## src/rtl/glb_port_arbiter.sv

```systemverilog
// Round-robin arbiter sharing the single GLB SRAM port between N_REQ requesters,
// with burst lock, a starvation cap and a pipelined read return. Optional stall counters: GLB_ARB_PERF_EN.
module glb_port_arbiter #(
    parameter int N_REQ     = 3,
    parameter int ADDR_W    = 32,
    parameter int BURST_MAX = 16,
    parameter int RD_LAT    = 1
) (
    input  logic                      clk,
    input  logic                      rst_n,
    input  logic [N_REQ-1:0]          req_i,
    input  logic [N_REQ-1:0]          lock_i,
    input  logic [N_REQ*ADDR_W-1:0]   addr_i,
    input  logic [N_REQ*32-1:0]       wdata_i,
    input  logic [N_REQ*4-1:0]        web_i,
    output logic [N_REQ-1:0]          gnt_o,
    output logic [31:0]               rdata_o,
    output logic [N_REQ-1:0]          rvalid_o,
    output logic [31:0]               glb_addr_o,
    output logic [31:0]               glb_write_data_o,
    output logic [3:0]                glb_web_o,
    input  logic [31:0]               glb_read_data_i,
    output logic                      busy_o,
    output logic                      dbg_state_o
`ifdef GLB_ARB_PERF_EN
    ,
    input  logic                      perf_clr_i,
    output logic [N_REQ*16-1:0]       stall_cnt_o
`endif
);

    localparam int IDX_W = $clog2(N_REQ);
    localparam int CNT_W = $clog2(BURST_MAX + 1);

    typedef enum logic {ST_ARB = 1'b0, ST_HOLD = 1'b1} state_t;

    state_t             r_state;
    logic [IDX_W-1:0]   r_rr_ptr;
    logic [IDX_W-1:0]   r_owner;
    logic [CNT_W-1:0]   r_beat_cnt;
    logic [RD_LAT-1:0]  r_pv;
    logic [IDX_W-1:0]   r_pid [RD_LAT];

    logic               w_rr_found;
    logic [IDX_W-1:0]   w_rr_idx;
    logic               w_hold_owner;
    logic               w_gnt_any;
    logic [IDX_W-1:0]   w_gnt_idx;
    logic [N_REQ-1:0]   w_gnt;
    logic [ADDR_W-1:0]  w_addr;
    logic [31:0]        w_wdata;
    logic [3:0]         w_web;
    logic               w_is_read;
    logic               w_others;
    logic [CNT_W-1:0]   w_beat_next;

    function automatic logic [IDX_W-1:0] wrap_add(input logic [IDX_W-1:0] base, input int off);
        int s;
        s = int'(base) + off;
        if (s >= N_REQ) s = s - N_REQ;
        return s[IDX_W-1:0];
    endfunction

    // First requester at or after rr_ptr, wrapping.
    always_comb begin
        w_rr_found = 1'b0;
        w_rr_idx   = '0;
        for (int off = 0; off < N_REQ; off++) begin
            if (!w_rr_found && req_i[wrap_add(r_rr_ptr, off)]) begin
                w_rr_found = 1'b1;
                w_rr_idx   = wrap_add(r_rr_ptr, off);
            end
        end
    end

    // Reset gates the grant so nothing reaches the SRAM while rst_n is low.
    always_comb begin
        w_hold_owner = (r_state == ST_HOLD) && req_i[r_owner];
        w_gnt_idx    = w_hold_owner ? r_owner : w_rr_idx;
        w_gnt_any    = rst_n && (w_hold_owner || w_rr_found);
        w_gnt        = '0;
        if (w_gnt_any) w_gnt[w_gnt_idx] = 1'b1;
    end

    // Only the granted lane is selected, so X on idle lanes cannot leak out.
    always_comb begin
        w_addr  = '0;
        w_wdata = '0;
        w_web   = 4'hF;
        for (int i = 0; i < N_REQ; i++) begin
            if (w_gnt[i]) begin
                w_addr  = addr_i[i*ADDR_W +: ADDR_W];
                w_wdata = wdata_i[i*32 +: 32];
                w_web   = web_i[i*4 +: 4];
            end
        end
    end

    always_comb begin
        w_is_read   = w_gnt_any && (w_web == 4'hF);
        w_others    = |(req_i & ~w_gnt);
        w_beat_next = (r_beat_cnt >= CNT_W'(BURST_MAX)) ? CNT_W'(BURST_MAX)
                                                         : r_beat_cnt + CNT_W'(1);
    end

    assign gnt_o            = w_gnt;
    assign glb_addr_o       = 32'(w_addr);
    assign glb_write_data_o = w_wdata;
    assign glb_web_o        = w_web;
    assign dbg_state_o      = r_state;

    always_ff @(posedge clk or negedge rst_n) begin
        if (!rst_n) begin
            r_state    <= ST_ARB;
            r_rr_ptr   <= '0;
            r_owner    <= '0;
            r_beat_cnt <= '0;
        end else if (w_hold_owner) begin
            r_beat_cnt <= w_beat_next;
            if (!lock_i[r_owner] || ((w_beat_next == CNT_W'(BURST_MAX)) && w_others))
                r_state <= ST_ARB;
        end else if (w_gnt_any) begin
            // Fresh arbitration win, including the cycle a HOLD owner drops its request.
            r_rr_ptr <= wrap_add(w_gnt_idx, 1);
            if (lock_i[w_gnt_idx] && (BURST_MAX > 1 || !w_others)) begin
                r_state    <= ST_HOLD;
                r_owner    <= w_gnt_idx;
                r_beat_cnt <= CNT_W'(1);
            end else begin
                r_state <= ST_ARB;
            end
        end else begin
            r_state <= ST_ARB;
        end
    end

    always_ff @(posedge clk or negedge rst_n) begin
        if (!rst_n) begin
            r_pv <= '0;
            for (int s = 0; s < RD_LAT; s++) r_pid[s] <= '0;
        end else begin
            r_pv[0]  <= w_is_read;
            r_pid[0] <= w_gnt_idx;
            for (int s = 1; s < RD_LAT; s++) begin
                r_pv[s]  <= r_pv[s-1];
                r_pid[s] <= r_pid[s-1];
            end
        end
    end

    // The SRAM output register supplies the data in the cycle the tag arrives.
    always_comb begin
        rvalid_o = '0;
        for (int i = 0; i < N_REQ; i++)
            rvalid_o[i] = r_pv[RD_LAT-1] && (r_pid[RD_LAT-1] == IDX_W'(i));
        rdata_o = r_pv[RD_LAT-1] ? glb_read_data_i : 32'h0;
        busy_o  = w_gnt_any || (|r_pv);
    end

`ifdef GLB_ARB_PERF_EN
    logic [15:0] r_stall [N_REQ];

    always_ff @(posedge clk or negedge rst_n) begin
        if (!rst_n) begin
            for (int i = 0; i < N_REQ; i++) r_stall[i] <= '0;
        end else if (perf_clr_i) begin
            for (int i = 0; i < N_REQ; i++) r_stall[i] <= '0;
        end else begin
            for (int i = 0; i < N_REQ; i++)
                if (req_i[i] && !w_gnt[i] && (r_stall[i] != 16'hFFFF))
                    r_stall[i] <= r_stall[i] + 16'd1;
        end
    end

    always_comb begin
        stall_cnt_o = '0;
        for (int i = 0; i < N_REQ; i++) stall_cnt_o[i*16 +: 16] = r_stall[i];
    end
`endif

endmodule

```

## config.mk

```make
export PLATFORM = sky130hd
export DESIGN_NAME = glb_port_arbiter
export DESIGN_NICKNAME = d
export VERILOG_FILES = /design/src/rtl/glb_port_arbiter.sv
export SDC_FILE = /design/constraint.sdc
export NUM_CORES = 1
export LEC_CHECK = 0
export CORE_AREA = 8 8 130 132
export CTS_CLUSTER_SIZE = 28
export DETAILED_ROUTE_END_ITERATION = 7
export DIE_AREA = 0 0 138 140
export SLEW_MARGIN = 10
export SYNTH_ARGS = -nofsm -noshare
export SYNTH_HDL_FRONTEND = slang
export SYNTH_SLANG_ARGS = --single-unit
```

## constraint.sdc

```tcl
create_clock -name clk -period 8.1 [get_ports clk]
set_clock_uncertainty 0.05 [all_clocks]
set_input_delay 0.81 -clock clk [delete_from_list [all_inputs] [get_ports clk]]
set_output_delay 0.81 -clock clk [all_outputs]
set_load 0.005 [all_outputs]
```

Word level (Yosys, flattened, before mapping)
Index checks and enable logic that the tools add are counted.
Word-level totals
  input bits: 244
  register bits after elaboration: 13
  word-level logic and storage cells: 100
  output and inout bits: 108
Cells by class
  reduce and logical (&&, ||, !) cells: 23
  equal/unequal tests: 5
  magnitude comparators: 11
  add/subtract/negate cells: 8
  bitwise logic cells: 3
  multiplexer cells: 44
Operator list (number)
  2-to-1 mux 32 bit: 7
  2-to-1 mux 5 bit: 4
  2-to-1 mux 2 bit: 8
  < comparator 2 x 3 -> 1 bit, second input constant: 5
  2-to-1 mux 1 bit: 14
  binary-select mux 1 bit (select 2 bit): 6
  2-to-1 mux 4 bit: 3
  logical AND 1 bit: 10
  >= comparator 3 x 2 -> 1 bit, second input constant: 3
  subtractor 2 bit, second input constant: 4
  adder 2 x 1 -> 3 bit, second input constant: 2
  adder 5 x 1 -> 5 bit, second input constant: 1
  equality test 5 bit, second input constant: 1
  >= comparator 5 bit, second input constant: 1
  equality test 4 bit, second input constant: 1
  AND reduction 2 bit: 2
  nonzero test 2 bit: 2
  adder 2 x 2 -> 3 bit, second input constant: 1
  AND 3 bit: 1
  zero test 1 bit: 3
  logical OR 1 bit: 3
  2-to-1 mux 3 bit: 1
  inverter 3 bit: 1
  AND reduction 3 bit: 1
  other kinds (9): 9

Depth between registers and ports, before layout
  depth in word-level cells: 24
  gate-level depth with buffers: 15
  mapped depth without buffers: 13

Worst setup path before layout
Ideal clock, no wire load.
  path type: in2out
  start point: input port req_i[1]
  end point: output port glb_addr_o[0]
  cell stages on the path: 12
  data required time: 7.240 ns
  path buffers: 3
  slack: 4.304 ns
  arrival time: 2.936 ns
  cells stage by stage: buf_2 > mux2i_1 > o211ai_1 > o31a_1 > a21bo_2 > ha_1 > nand2_1 > inv_2 > clkbuf_1 > buf_2 > a221oi_2 > nor2_1
Between the ends
  cells in the longest elaborated chain, start to end: 18
  elaborated cells between the ends (all ways): 31
  classes of those cells: order compare: 2; mux: 21; reduce/logical: 8
RTL lines
  start: declaration: line 11  | input logic [N_REQ-1:0] req_i,
  binary-select mux 1 bit (select 2 bit): line 69  | if (!w_rr_found && req_i[wrap_add(r_rr_ptr, off)]) begin
  2-to-1 mux 1 bit (implied by the code): line 69
  2-to-1 mux 1 bit: line 69
  zero test 1 bit: line 69
  logical AND 1 bit: line 69
  2-to-1 mux 1 bit: line 69
  zero test 1 bit: line 69
  logical AND 1 bit: line 69
  2-to-1 mux 2 bit: line 69
  2-to-1 mux 2 bit: line 79  | w_gnt_idx = w_hold_owner ? r_owner : w_rr_idx;
  < comparator 2 x 3 -> 1 bit (implied by the code) / >= comparator 2 x 1 -> 1 bit (equally long branches): line 82  | if (w_gnt_any) w_gnt[w_gnt_idx] = 1'b1;
  logical AND 1 bit (implied by the code): line 82
  2-to-1 mux 1 bit (implied by the code): line 82
  demux 1 bit (select 2 bit): line 82
  2-to-1 mux 3 bit (*): line 82
  2-to-1 mux 32 bit (2 in a row): line 91  | if (w_gnt[i]) begin
  2-to-1 mux 32 bit (*): line 91
  end: declaration: line 19  | output logic [31:0] glb_addr_o,
Every way passes the cells marked *; elsewhere a longest branch is shown, timed or not. The select of a mux whose other input is x is not followed.

Worst setup path in the final report
  start point: input port req_i[0]
  end point: output port glb_addr_o[22]
The elaborated chain is that of the path after synthesis.

==> results by group <==
Worst setup path
  – Critical Path, Cell by Cell: clkdlybuf4s50_1, mux2i_1, o31ai_2, o31a_1, a21bo_2, ha_1, nand2_2, clkinv_2, buf_4, a221oi_1, nor2_1, clkdlybuf4s50_1
  – CP startpoint kind: input pin
  – Crit. Startpoint: req_i[0]
  – R2R setup slack: 4.10 ns
  – Arrival time at the worst endpoint: 5.18 ns
  – Crit Path Max Fanout: 65
  – Setup Crit Path Kind: in2out
  – Worst r2r src: r_rr_ptr[1]$_DFFE_PN0P_
  – R2r endpoint: dbg_state_o$_DFFE_PN0P_
  – Crit end category: output port
  – Critical Path End: glb_addr_o[22]
  – Crit-path most repeated cell: clkdlybuf4s50_1
  – Critical-path top delay cell: o31ai_2
  – Max incr delay on CP: 0.76 ns
  – Critical Path RT: 7.24 ns
  – R2R depth: 12

STA
  – Fmax: 166 MHz
  – Final period utilization: 0.745
  – Worst Tran Pin Value: 1.07 ns
  – Slew Viols, Final: 0
  – Final min period: 6.04 ns
  – Hold Slack: 0.538 ns
  – Setup TNS: 0 ns
  – Final hold vios: 0
  – Final setup viols: 0
  – RSZ-0062 raised after global routing: no
  – Slew Limit Headroom: 0.289

Clock tree
  – Cts bufs inserted: 3
  – H-Tree Depth: 1
  – # resized after CTS: 0
  – TritonCTS clock tree: yes
  – Clk buf depth: 2
  – Worst skew pair latency: 0.24 ns
  – Post-CTS Hold Buffers: 0
  – Post-CTS setup buffers: 0
  – Root Buffer: clkbuf_16
  – CTS clock-pin slew for the worst setup and hold paths: 0.05 ns
  – # clock sinks: 13

Synth
  – Post-synth design cell area: 3050 sq um
  – Synth Flop Type: dfrtp_1
  – Register area share after synthesis: 0.107
  – Yosys reg bits: 13
  – Post-synth ARST share: 1.00
  – Synth Area per Inst: 7.32 sq um
  – Netlist cell types: 51
  – Syn Inst Count: 416
  – EDFF count, synth: 0
  – Post-Syn Nets: 667
  – Syn. warnings: 0

Power
  – Leak pwr: 2.59 nW
  – PwrDens: 370 nW/um^2
  – Max VDD drop: 0.218 mV

Route
  – Initial DRC count: 210
  – Drt total wl: 19,200 microns
  – Routed vias: 4,510
  – Number of remaining DRC errors: 0
  – Drt first pass iters: 6
  – Final ANT Viol Nets: 0
  – Vias/cell: 4.86
  – WL/cell: 20.7 microns

Layout
  – Final #Nets: 989
  – Finished Layout Cells: 928
  – Most common cell after layout, fill and taps aside: clkdlybuf4s50_1
  – Layout fillers: 1,448
  – Area grow syn2layout: 121%
  – Most frequent cells in the layout: 351 x clkdlybuf4s50_1, 139 x nor2_1, 50 x a221oi_2
  – Multi-input gate area: 2460 sq um
  – Share of layout cells above drive strength 1: 0.0936
  – Register area: 325 sq um

Status
  – Status: finished clean

Place
  – Post-placement cell count: 921
  – Number of port buffers: 351
  – Final Wtd Congestion: 0.873
  – DP HPWL: 16,000 microns

Min path
  – HP Class: reg2reg

GRT
  – Total congestion overflow: 0
  – First-pass GRT wire length: 28,500 microns
  – Total global-route track usage: 0.182
  – Initial antenna violation count: 3
  – Pin count of the biggest net entering global routing: 66
  – Number of global-route vias before repair: 4,744

Floorplanning
  – Vert. Die Dim: 140 microns
  – Die width: 138 microns
  – Io pins: 352
  – Area of the die: 19,300 sq um
  – Initial Util: 0.205
  – Row cnt: 45
  – Core box area: 14,900 sq um

Job
  – Max-cap violation count: 0
## synthesized netlist by cell type (6+ instances only)
master	n	area, sq um
clkbuf_1	12	45.0
a221oi_1	15	131
inv_1	13	48.8
and2_1	33	206
buf_6	6	67.6
dfrtp_1	13	325
ha_1	7	87.6
buf_2	15	75.1
mux2i_1	7	70.1
o21ai_0	13	65.1
a21oi_1	6	30.0
a221oi_2	50	751
nand2_1	15	56.3
nor2_1	139	522
nor3_1	7	35.0
## power by group
part	switching, mW	leakage [nW]	internal [mW]
Clock	0.0275	0.0409	0.0657
Combinational	1.05	2.39	1.21
Sequential	0.0394	0.166	0.0922
Total	1.12	2.59	1.37
## sequential cells by signal, indices dropped and copies added (netlist names)
signal,flops
r_beat_cnt,5
r_owner,2
r_pid,2
r_rr_ptr,2
dbg_state_o,1
r_pv,1
## cell type report
class / instances / share of cell area
Antenna cell: 3 / 0.00112
Clock buffer: 3 / 0.0112
Clock inverter: 1 / 0.000744
Inverter: 15 / 0.00856
Multi-Input combinational cell: 350 / 0.366
Sequential cell: 13 / 0.0484
Tap cell: 188 / 0.0350
Timing Repair Buffer: 355 / 0.529
## per-layer routing
metal  share of wire  track usage  vias up
li1                -            -     2175
met1            0.38        0.195     2077
met2            0.52        0.339      242
met3           0.085       0.0619       16
met4           0.014       0.0338        0
met5               0            0        -
## how the worst min path moves through the flow
stage	end	depth (start not counted)	slack (ns)	startpoint
after floorplan	dbg_state_o$_DFFE_PN0P_	0	0.46	rst_n
after global placement	r_beat_cnt[3]$_DFFE_PN0P_	2	0.51	r_beat_cnt[3]$_DFFE_PN0P_
after detailed placement	r_beat_cnt[0]$_DFFE_PN0P_	1	0.52	r_beat_cnt[0]$_DFFE_PN0P_
after CTS	r_beat_cnt[0]$_DFFE_PN0P_	1	0.54	r_beat_cnt[0]$_DFFE_PN0P_
after global routing	r_beat_cnt[2]$_DFFE_PN0P_	2	0.58	r_beat_cnt[2]$_DFFE_PN0P_
final	r_beat_cnt[0]$_DFFE_PN0P_	1	0.54	r_beat_cnt[0]$_DFFE_PN0P_
## per-stage QoR
stage	setup WS, ns	total power [mW]	cell area (sq um)	utilization
after floorplan	4.30	1.28	3050	-
after global placement	2.15	2.40	6640	0.446
after detailed placement	2.05	2.40	6640	0.446
after CTS	2.03	2.52	6720	0.452
after global routing	1.73	2.68	6720	0.452
final	2.06	2.49	6720	0.452
## kinds of logic (layout without fill, tap and decap cells)
| family | after synthesis | count (layout) | share of synthesized area |
|---|---|---|---|
| AOI/OAI and AO/OA | 118 | 118 | 0.419 |
| adders and majority gates | 7 | 7 | 0.0288 |
| buffers and inverters | 53 | 374 | 0.0912 |
| DFF | 13 | 13 | 0.107 |
| muxes | 9 | 9 | 0.0341 |
| other | 0 | 3 | 0 |
| and+or+nand+nor | 216 | 216 | 0.320 |
## worst max-delay path: cells and delay by family
family | cells | cell delay [ns]
AO/OA/AOI/OAI | 4 | 1.64
adder cells (fa/ha/maj) | 1 | 0.31
buffers and inverters | 4 | 1.63
multiplexers | 1 | 0.17
AND/OR/NAND/NOR | 2 | 0.53
(Power assumes the default switching activity.)
